==> config.mk <==
export PLATFORM = sky130hd
export DESIGN_NAME = parking_controller
export DESIGN_NICKNAME = d
export VERILOG_FILES = /design/src/rtl/parking_pkg.sv /design/src/rtl/parking_clock.sv /design/src/rtl/parking_controller.sv
export SDC_FILE = /design/constraint.sdc
export NUM_CORES = 1
export LEC_CHECK = 0
export CAP_MARGIN = 20
export CORE_MARGIN = 5
export CORE_UTILIZATION = 30
export CTS_CLUSTER_SIZE = 40
export DETAILED_ROUTE_END_ITERATION = 8
export SLEW_MARGIN = 5
export SYNTH_ARGS = -nofsm -noshare
export SYNTH_HDL_FRONTEND = slang
export SYNTH_SLANG_ARGS = --single-unit
==> constraint.sdc <==
create_clock -name clk -period 17.5 [get_ports clk]
set_input_delay 2.625 -clock clk [delete_from_list [all_inputs] [get_ports clk]]
set_output_delay 2.625 -clock clk [all_outputs]
set_load 0.01 [all_outputs]
==> src/rtl/parking_pkg.sv <==
// Shared types, default capacities and reservation schedule for the parking controller.
// Latency: n/a (types, constants and pure functions only).
// Backpressure: n/a.
package parking_pkg;

  // Car class, also used as the index into the per-class count/flag arrays
  typedef enum logic {
    CLS_PUB = 1'b0,
    CLS_UNI = 1'b1
  } cls_e;

  localparam int unsigned DEF_TOTAL_CAP     = 700;
  localparam int unsigned DEF_UNI_BASE      = 500;
  localparam int unsigned DEF_UNI_STEP      = 50;
  localparam int unsigned DEF_UNI_MIN       = 200;
  localparam int unsigned DEF_START_HR      = 8;
  localparam int unsigned DEF_STEP_START_HR = 13;
  localparam int unsigned DEF_HOUR_CYCLES   = 3600;
  localparam int unsigned DEF_CNT_W         = 11;

  localparam int unsigned     HR_W      = 5;
  localparam logic [HR_W-1:0] LAST_HOUR = 5'd23;

  // University reservation for a given hour; signed math so a long window
  // cannot underflow before the floor is applied.
  function automatic int uni_cap_f(input int hour_v, input int base, input int step,
                                   input int min_cap, input int step_start);
    int cap;
    if (hour_v < step_start) begin
      cap = base;
    end else begin
      cap = base - step * (hour_v - step_start + 1);
      if (cap < min_cap) cap = min_cap;
    end
    return cap;
  endfunction

  // Hour following h on a 24-hour dial
  function automatic logic [HR_W-1:0] next_hour(input logic [HR_W-1:0] h);
    logic [HR_W-1:0] n;
    if (h == LAST_HOUR) n = '0;
    else                n = h + HR_W'(1);
    return n;
  endfunction

endpackage

==> src/rtl/parking_clock.sv <==
// Time-of-day counter: cycles within the hour and hour of day, with a wrap strobe.
// Latency: hour_o registered; hour_tick_o is combinational, high in the cycle whose edge advances the hour.
// Backpressure: none, free-running.
module parking_clock
  import parking_pkg::*;
#(
  parameter int unsigned HOUR_CYCLES = DEF_HOUR_CYCLES,
  parameter int unsigned START_HR    = DEF_START_HR
) (
  input  logic            clk_i,
  input  logic            rst_ni,
  output logic [HR_W-1:0] hour_o,
  output logic            hour_tick_o
);

  localparam int unsigned      CYC_W    = $clog2(HOUR_CYCLES);
  localparam logic [CYC_W-1:0] CYC_LAST = CYC_W'(HOUR_CYCLES - 1);

  logic [CYC_W-1:0] cyc_q, cyc_d;
  logic [HR_W-1:0]  hour_q, hour_d;

  // Advance the cycle counter; on its last count wrap it and step the hour
  always_comb begin
    hour_tick_o = (cyc_q == CYC_LAST);
    cyc_d       = cyc_q + CYC_W'(1);
    hour_d      = hour_q;
    if (hour_tick_o) begin
      cyc_d  = '0;
      hour_d = next_hour(hour_q);
    end
  end

  // Counter state with synchronous reset to the start of the configured hour
  always_ff @(posedge clk_i) begin
    if (!rst_ni) begin
      cyc_q  <= '0;
      hour_q <= HR_W'(START_HR);
    end else begin
      cyc_q  <= cyc_d;
      hour_q <= hour_d;
    end
  end

  assign hour_o = hour_q;

endmodule

==> src/rtl/parking_controller.sv <==
// Two-class (university/public) lot occupancy with an hourly shrinking university reservation.
// Latency: one cycle; a request sampled at an edge is reflected in counts, vacancies and flags after it.
// Backpressure: none; a request that cannot be honoured is dropped and flagged for one cycle.
module parking_controller
  import parking_pkg::*;
#(
  parameter int unsigned TOTAL_CAP     = DEF_TOTAL_CAP,
  parameter int unsigned UNI_BASE      = DEF_UNI_BASE,
  parameter int unsigned UNI_STEP      = DEF_UNI_STEP,
  parameter int unsigned UNI_MIN       = DEF_UNI_MIN,
  parameter int unsigned START_HR      = DEF_START_HR,
  parameter int unsigned STEP_START_HR = DEF_STEP_START_HR,
  parameter int unsigned HOUR_CYCLES   = DEF_HOUR_CYCLES,
  parameter int unsigned CNT_W         = DEF_CNT_W
) (
  input  logic             clk,
  input  logic             rst_n,
  input  logic             ci,
  input  logic             uci,
  input  logic             ce,
  input  logic             uce,
  output logic [CNT_W-1:0] upc,
  output logic [CNT_W-1:0] pc,
  output logic [CNT_W-1:0] uvs,
  output logic [CNT_W-1:0] vs,
  output logic             uivs,
  output logic             ivs,
  output logic [HR_W-1:0]  hour
);

  // Two guard bits: differences of three counts stay representable and signed
  localparam int unsigned             AW      = CNT_W + 2;
  localparam logic signed [AW-1:0]    TOTAL_S = AW'(TOTAL_CAP);
  localparam int                      UVS_RST_I = uni_cap_f(int'(START_HR), int'(UNI_BASE),
                                                  int'(UNI_STEP), int'(UNI_MIN),
                                                  int'(STEP_START_HR));
  localparam logic [CNT_W-1:0]        UVS_RST = CNT_W'(UVS_RST_I);
  localparam logic [CNT_W-1:0]        VS_RST  = CNT_W'(int'(TOTAL_CAP) - UVS_RST_I);

  // Clamp a signed intermediate into the unsigned count range
  function automatic logic [CNT_W-1:0] sat_cnt(input logic signed [AW-1:0] x);
    logic [CNT_W-1:0] r;
    if (x[AW-1])              r = '0;
    else if (|x[AW-2:CNT_W])  r = '1;
    else                      r = x[CNT_W-1:0];
    return r;
  endfunction

  // Strictly positive test on a signed intermediate
  function automatic logic is_pos(input logic signed [AW-1:0] x);
    return ~x[AW-1] & (|x);
  endfunction

  logic [HR_W-1:0] hour_cur;
  logic [HR_W-1:0] hour_eff;
  logic            hour_tick;

  logic signed [AW-1:0] cap_s;

  logic [1:0]       entry_req, exit_req;
  logic [1:0]       room;
  logic [1:0]       flag_d, flag_q;
  logic [CNT_W-1:0] cnt_q [2];
  logic [CNT_W-1:0] cnt_x [2];
  logic [CNT_W-1:0] cnt_d [2];

  logic signed [AW-1:0] uni_x_s, pub_x_s, uni_left_s, pub_left_s, occ_s;
  logic signed [AW-1:0] uni_d_s, pub_d_s, uvs_s, vs_s;
  logic [CNT_W-1:0]     uvs_d, uvs_q, vs_d, vs_q;

  parking_clock #(
    .HOUR_CYCLES (HOUR_CYCLES),
    .START_HR    (START_HR)
  ) u_clock (
    .clk_i       (clk),
    .rst_ni      (rst_n),
    .hour_o      (hour_cur),
    .hour_tick_o (hour_tick)
  );

  assign hour = hour_cur;

  // Hour in force after this edge: a request coinciding with an hour change sees the new reservation
  always_comb begin
    hour_eff = hour_cur;
    if (hour_tick) hour_eff = next_hour(hour_cur);
  end

  assign cap_s = AW'(uni_cap_f(int'(hour_eff), int'(UNI_BASE), int'(UNI_STEP),
                               int'(UNI_MIN), int'(STEP_START_HR)));

  assign entry_req[CLS_UNI] = uci;
  assign entry_req[CLS_PUB] = ci;
  assign exit_req[CLS_UNI]  = uce;
  assign exit_req[CLS_PUB]  = ce;

  // Per-class update: exit first, then entry judged against the post-exit occupancy
  always_comb begin
    for (int c = 0; c < 2; c++) begin
      flag_d[c] = 1'b0;
      cnt_x[c]  = cnt_q[c];
      if (exit_req[c]) begin
        if (cnt_q[c] == '0) flag_d[c] = 1'b1;
        else                cnt_x[c]  = cnt_q[c] - CNT_W'(1);
      end
    end

    uni_x_s    = $signed({2'b00, cnt_x[CLS_UNI]});
    pub_x_s    = $signed({2'b00, cnt_x[CLS_PUB]});
    uni_left_s = cap_s - uni_x_s;
    // University cars above a shrunken reservation still occupy real spaces
    occ_s      = (uni_x_s > cap_s) ? uni_x_s : cap_s;
    pub_left_s = TOTAL_S - occ_s - pub_x_s;

    room[CLS_UNI] = is_pos(uni_left_s);
    room[CLS_PUB] = is_pos(pub_left_s);

    for (int c = 0; c < 2; c++) begin
      cnt_d[c] = cnt_x[c];
      if (entry_req[c]) begin
        if (room[c]) cnt_d[c]  = cnt_x[c] + CNT_W'(1);
        else         flag_d[c] = 1'b1;
      end
    end
  end

  // Vacancy figures for the post-update occupancy and current reservation
  always_comb begin
    uni_d_s = $signed({2'b00, cnt_d[CLS_UNI]});
    pub_d_s = $signed({2'b00, cnt_d[CLS_PUB]});
    uvs_s   = cap_s - uni_d_s;
    if (uvs_s[AW-1]) uvs_s = '0;
    vs_s    = TOTAL_S - uni_d_s - pub_d_s - uvs_s;
    uvs_d   = sat_cnt(uvs_s);
    vs_d    = sat_cnt(vs_s);
  end

  // Output registers; reset shows an empty lot at the start-hour reservation
  always_ff @(posedge clk) begin
    if (!rst_n) begin
      cnt_q[CLS_UNI] <= '0;
      cnt_q[CLS_PUB] <= '0;
      flag_q         <= '0;
      uvs_q          <= UVS_RST;
      vs_q           <= VS_RST;
    end else begin
      cnt_q[CLS_UNI] <= cnt_d[CLS_UNI];
      cnt_q[CLS_PUB] <= cnt_d[CLS_PUB];
      flag_q         <= flag_d;
      uvs_q          <= uvs_d;
      vs_q           <= vs_d;
    end
  end

  assign upc  = cnt_q[CLS_UNI];
  assign pc   = cnt_q[CLS_PUB];
  assign uvs  = uvs_q;
  assign vs   = vs_q;
  assign uivs = flag_q[CLS_UNI];
  assign ivs  = flag_q[CLS_PUB];

endmodule
Word-level counts from Yosys, hierarchy flattened
Memories as Yosys holds them, arrays and structs flattened. Cells that the tools add are included.

Flip-flop bits (word level): 41. Bits in writable memories: 22. Input bits: 6. Word-level logic and storage cells: 74. Memories: 1.

Memories: cnt_q (words 2, bits a word 11, rd ports 2, clocked after memory_dff 0, wr ports 2, RTL line parking_controller.sv:63) `logic [CNT_W-1:0] cnt_q [2];`.

Add/subtract/negate cells: 16. $mul: 1. Order comparisons: 3. Equality and inequality tests: 2. Mux-type cells: 30. Bitwise gates (word level): 7. Reductions and logical operators: 7.

Operators by type and width (count): 11-bit 2-to-1 mux (12); 13-bit 2-to-1 mux (3); 13-bit by 12-bit subtractor with 13-bit output (3); 13-bit OR reduction (2); 11-bit by 1-bit adder with 11-bit output, second input constant (2); 11-bit zero test (2); 11-bit by 1-bit subtractor with 11-bit output, second input constant (2); 15-bit by 9-bit < comparator with 1-bit output, second input constant (1); 10-bit by 14-bit subtractor with 15-bit output, first input constant (1); 12-bit by 13-bit greater-than comparator with 1-bit output (1); 6-bit by 7-bit multiplier with 13-bit output, first input constant (1); 11-bit by 13-bit subtractor with 13-bit output, first input constant (1); 12-bit by 12-bit subtractor with 13-bit output (1); 13-bit subtractor (1); 12-bit by 1-bit adder with 12-bit output, second input constant (1); 12-bit equality test, second input constant (1); 12-bit 2-to-1 mux (1); 10-bit by 11-bit subtractor with 12-bit output, first input constant (1); 1-bit 2-to-1 mux (10); 5-bit 2-to-1 mux (2); 9-bit 2-to-1 mux (1); 8-bit 2-to-1 mux (1); 6-bit by 2-bit adder with 7-bit output, second input constant (1); 2-bit OR reduction (3); 7 further kinds (11).

Logic depth before layout (Yosys ltp)
Word-level depth: 22. Mapped depth: 77. Depth with buffers taken out: 73.

Cells and area by module
Synthesis repeated with hierarchy kept, for this count alone.

Cells, all modules: 878. Area total of the unflattened synthesis: 7150.6 µm².

Modules (own cells, without submodules): parking_controller (instances 1, cells an instance 795, area an instance 6372.4 µm², seq. area each 920.9 µm²); parking_clock (instances 1, cells an instance 83, area an instance 778.2 µm², seq. area each 340.3 µm²).

Worst setup path after synthesis
Ideal clock, no wire load.

Path kind: register to register. From: reg u_clock.cyc_q[0]. To: reg vs_q[10], in the netlist vs[10]. Library setup time: 0.132 ns. Data arrival time: 15.444 ns. Data required time: 17.368 ns. Path slack: 1.924 ns. Cell stages (with the launch flop): 71. Path buffers: 4. Cell sequence: dfxtp_1 -> ha_1 -> and3_1 -> clkbuf_1 -> nand4_1 -> xor2_1 -> inv_1 -> ha_1 -> nor3b_1 -> o31ai_1 -> xor2_2 -> and4_1 -> buf_2 -> xor2_1 -> ha_1 -> fa_1 -> ha_1 -> ha_1 -> (+35 left out) -> nand2_1 -> fa_1 -> ha_1 -> nor2b_1 -> o21ai_0 -> a21oi_1 -> o21ai_0 -> a21oi_1 -> o21ai_0 -> a21oi_1 -> o21ai_0 -> nand2b_1 -> a21o_1 -> a21oi_1 -> xnor2_1 -> nand2b_1 -> clkbuf_1 -> a21oi_1.

Cells in the longest elaborated chain, start to end: 20. Elaborated cells between the ends (all ways): 32. Classes of those cells: 10 x add/sub; 1 x mul; 3 x order compare; 1 x eq/ne; 10 x mux; 4 x bitwise; 3 x reduce/logical.

Ends and longest elaborated chain: start, declared (RTL line parking_clock.sv:19) `logic [CYC_W-1:0] cyc_q, cyc_d;`; start signal, assigned (RTL line parking_clock.sv:39) `cyc_q <= cyc_d;`; 12-bit equality test (*) (RTL line parking_clock.sv:24) `hour_tick_o = (cyc_q == CYC_LAST);`; 5-bit 2-to-1 mux (*); named net hour_eff[2] (RTL line parking_controller.sv:55) `logic [HR_W-1:0] hour_eff;`; 5-bit by 4-bit subtractor with 6-bit output (RTL line parking_pkg.sv:32) `cap = base - step * (hour_v - step_start + 1);`; 6-bit by 2-bit adder with 7-bit output (RTL line parking_pkg.sv:32); 6-bit by 7-bit multiplier with 13-bit output (RTL line parking_pkg.sv:32); 10-bit by 14-bit subtractor with 15-bit output (RTL line parking_pkg.sv:32); 15-bit by 9-bit < comparator with 1-bit output (RTL line parking_pkg.sv:33) `if (cap < min_cap) cap = min_cap;`; (+5 left out); 13-bit by 12-bit subtractor with 13-bit output (RTL line parking_controller.sv:113) `pub_left_s = TOTAL_S - occ_s - pub_x_s;`; 13-bit OR reduction / 1-bit inverter (equally long branches) (RTL line parking_controller.sv:51) `return ~x[AW-1] & (|x);`; 1-bit bitwise AND (RTL line parking_controller.sv:51); 11-bit 2-to-1 mux (RTL line parking_controller.sv:121) `if (room[c]) cnt_d[c] = cnt_x[c] + CNT_W'(1);`; 11-bit 2-to-1 mux (RTL line parking_controller.sv:120) `if (entry_req[c]) begin`; 12-bit by 12-bit subtractor with 13-bit output (RTL line parking_controller.sv:133) `vs_s = TOTAL_S - uni_d_s - pub_d_s - uvs_s;`; 13-bit subtractor (*) (RTL line parking_controller.sv:133); 11-bit 2-to-1 mux / 2-bit OR reduction (equally long branches); end signal, assigned (RTL line parking_controller.sv:151) `vs_q <= vs_d;`; end, declared (RTL line parking_controller.sv:69) `logic [CNT_W-1:0] uvs_d, uvs_q, vs_d, vs_q;`.

Mark *: on every way through the listed nets, which the timed path passes. The rest lies on a longest branch. A chain may end at the register's enable or synchronous reset.

Final worst setup path
Same ends and word-level chain as after synthesis.

==> key figures <==
Synth
  • Synth warnings: 0
  • Yosys reg bits: 63
  • EDFF count, synth: 0
  • Cell count after synthesis: 899
  • Syn_nets: a little over 1,000
  • Synth async-reset ratio: 0
  • Sequential-to-total area share from yosys stat: 0.176
  • Syn Area/Cell: approximately 8.0 um2
  • Synth cell types: 78
  • Predominant post-synthesis flop cell: dfxtp_1
  • Synth Cell Area: slightly above 7000 um2

STA
  • Clk_skew: roughly 0.011 ns
  • Fmax: just over 60 MHz
  • Final Cycle Share: 0.932
  • Final setup vio count: 0
  • Period minus WS final: 16.31 ns
  • Hold Violations, Final: 0
  • Measured slew at the worst slew-check pin: slightly above 0.9 ns
  • Final Max Slew Viols: 0
  • PnR worst setup slack: roughly 1.2 ns
  • Final setup TNS: 0 ns
  • Relative slew slack: 0.383

Route
  • Final wirelength: 20,100 um
  • Routed len/inst: roughly 16 um
  • Initial DRC Count: 473
  • First drt pass iteration count: 6
  • Vias: ~6,600
  • ANT nets after route: 0
  • # DRC: 0
  • Vias per inst: 5.14

Outcome
  • Status: finished clean

Run
  • Max Cap Viol: 0

Worst setup path
  • Delay-heaviest family, CP: compound AO/OA/AOI/OAI gates
  • Max incr delay on CP: between 0.5 and 0.6 ns
  • CP arrival: about 17 ns
  • Slowest cell on crit path: or4b_1
  • CP startpoint kind: flip-flop
  • CP Capture Type: flip-flop
  • Crit path kind: reg -> reg
  • Largest fanout on the critical path: 8
  • Crit-path most repeated cell: a21oi_1
  • Bufs and invs on worst path: 4
  • Critical path required time: roughly 18 ns

Die
  • Initial Util: 0.305
  • I/O Pins: 57
  • Core Area: between 20,000 and 25,000 um2
  • Core Rows: 56
  • Die Y: around 160 um
  • DIE WIDTH: between 150 and 200 um
  • Die area: approximately 27,000 um2

Clock network
  • H-Tree Depth: 3
  • Root buffer cell: clkbuf_16
  • Max Buffers Root-to-Sink: 2
  • Sink Count: 63
  • Clk_lat worst skew: roughly 0.34 ns
  • Total CTS buffers: 9
  • CTS tree: done
  • Clk slew on worst S/H paths: 0.06 ns

Cells and area
  • Area of the multi-input gates: roughly 5600 um2
  • Number of diodes: 0
  • Filler Cell Count: 2,432
  • Register area: around 1300 um2
  • Synth-to-layout area growth: 20.1%
  • Ratio of cells with drive above 1 in the final layout: 0.0863
  • Nets@finish: about 1,100

Global route
  • GRT overflow: 0
  • GRT Overall Usage: 0.148
  • Number of global-route vias before repair: 6,308
  • Global-route wire length before repair: between 30,000 and 40,000 um
  • Largest net degree at the start of global routing: 29
  • Antenna violations before repair: 0

Worst hold path
  • HP Class: reg -> reg

Placed design
  • Pre-CTS setup slack: 0.182 ns
  • Final HPWL from detailed placement: 16,100 um
  • Placer Congestion: approximately 0.9
  • Count of input and output buffers: 56
==> layout make-up <==
class	count	share of cell area
flip-flops and latches	63	0.147
well taps	319	0.0464
clock buffers	11	0.0282
multi-input cells	735	0.651
repair buffers	75	0.0817
clock inverters	5	0.00945
inverters	84	0.0366
==> Yosys cell counts, types with 17 or more instances <==
| master | n | area (um2) |
|---|---|---|
| fa_1 | 17 | 340 |
| nand3_1 | 37 | 185 |
| nor3_1 | 20 | 100 |
| dfxtp_1 | 63 | 1260 |
| inv_1 | 82 | 308 |
| xor2_1 | 31 | 272 |
| a21oi_1 | 59 | 295 |
| nand2_1 | 58 | 218 |
| nor2_1 | 88 | 330 |
| nand2b_1 | 18 | 113 |
| o21ai_0 | 34 | 170 |
| xnor2_1 | 68 | 596 |
| ha_1 | 87 | 1090 |
==> final timing paths <==
path,depth (start not counted),slack [ns],end,start
worst max-delay path,69,1.19,vs[10]$_SDFF_PP0_,u_clock.cyc_q[0]$_SDFF_PP0_
worst min-delay path,1,0.44,u_clock.cyc_q[0]$_SDFF_PP0_,u_clock.cyc_q[0]$_SDFF_PP0_
worst max register to register,69,1.19,vs[10]$_SDFF_PP0_,u_clock.cyc_q[0]$_SDFF_PP0_
worst min register to register,1,0.44,u_clock.cyc_q[0]$_SDFF_PP0_,u_clock.cyc_q[0]$_SDFF_PP0_
==> registers in the layout, summed over array words and instances (netlist names) <==
signal          count
u_clock.cyc_q      12
flag_q              2
uvs                11
cnt_q              22
vs                 11
u_clock.hour_o      5
==> placed cells by master (no fill, tap or decap), drive strengths merged, types with 5 or more instances in the layout <==
master / n
a211oi: 9
a21o: 13
a21oi: 59
and2: 10
and3: 12
buf: 19
clkbuf: 11
clkdlybuf4s50: 56
dfxtp: 63
fa: 17
ha: 87
inv: 83
mux2: 6
mux2i: 7
nand2: 58
nand2b: 18
nand3: 37
nand4: 10
nor2: 88
nor2b: 7
nor3: 26
nor4: 12
o211a: 5
o21a: 6
o21ai: 36
o21bai: 8
o31ai: 9
or2: 8
or3: 11
or4: 13
xnor2: 68
xor2: 32
==> metal layers <==
layer | track usage | vias up | share of wire
li1 | - | 3338 | -
met1 | 0.214 | 3089 | 0.50
met2 | 0.223 | 189 | 0.42
met3 | 0.0275 | 25 | 0.058
met4 | 0.0431 | 0 | 0.021
met5 | 0 | - | 0
==> kinds of logic after synthesis <==
| kind of cell | count (synthesis) | synth area share |
|---|---|---|
| fa+ha+maj | 105 | 0.201 |
| flops | 63 | 0.176 |
| compound gates | 188 | 0.181 |
| mux | 13 | 0.0192 |
| buf+inv | 101 | 0.0539 |
| xor+xnor | 101 | 0.126 |
| simple gates | 328 | 0.243 |
==> repair_timing <==
action,4_1_cts,5_1_grt
setup endpoints to repair,0,11
buffers inserted,0,9
gates resized for setup,0,22
hold buffers,0,0
==> stage by stage <==
step,cell area (um2),util,hold WS (ns),instances
after floorplan,7170,-,0.413,899
after detailed placement,8130,0.346,0.433,1267
after CTS,8450,0.360,0.444,1283
after global routing,8610,0.367,0.472,1292
final,8610,0.367,0.443,1292
after global placement,8130,0.346,0.428,1267
Power is not shown: default switching activity piles up to over one toggle a cycle in this logic, so the estimate is an artifact.
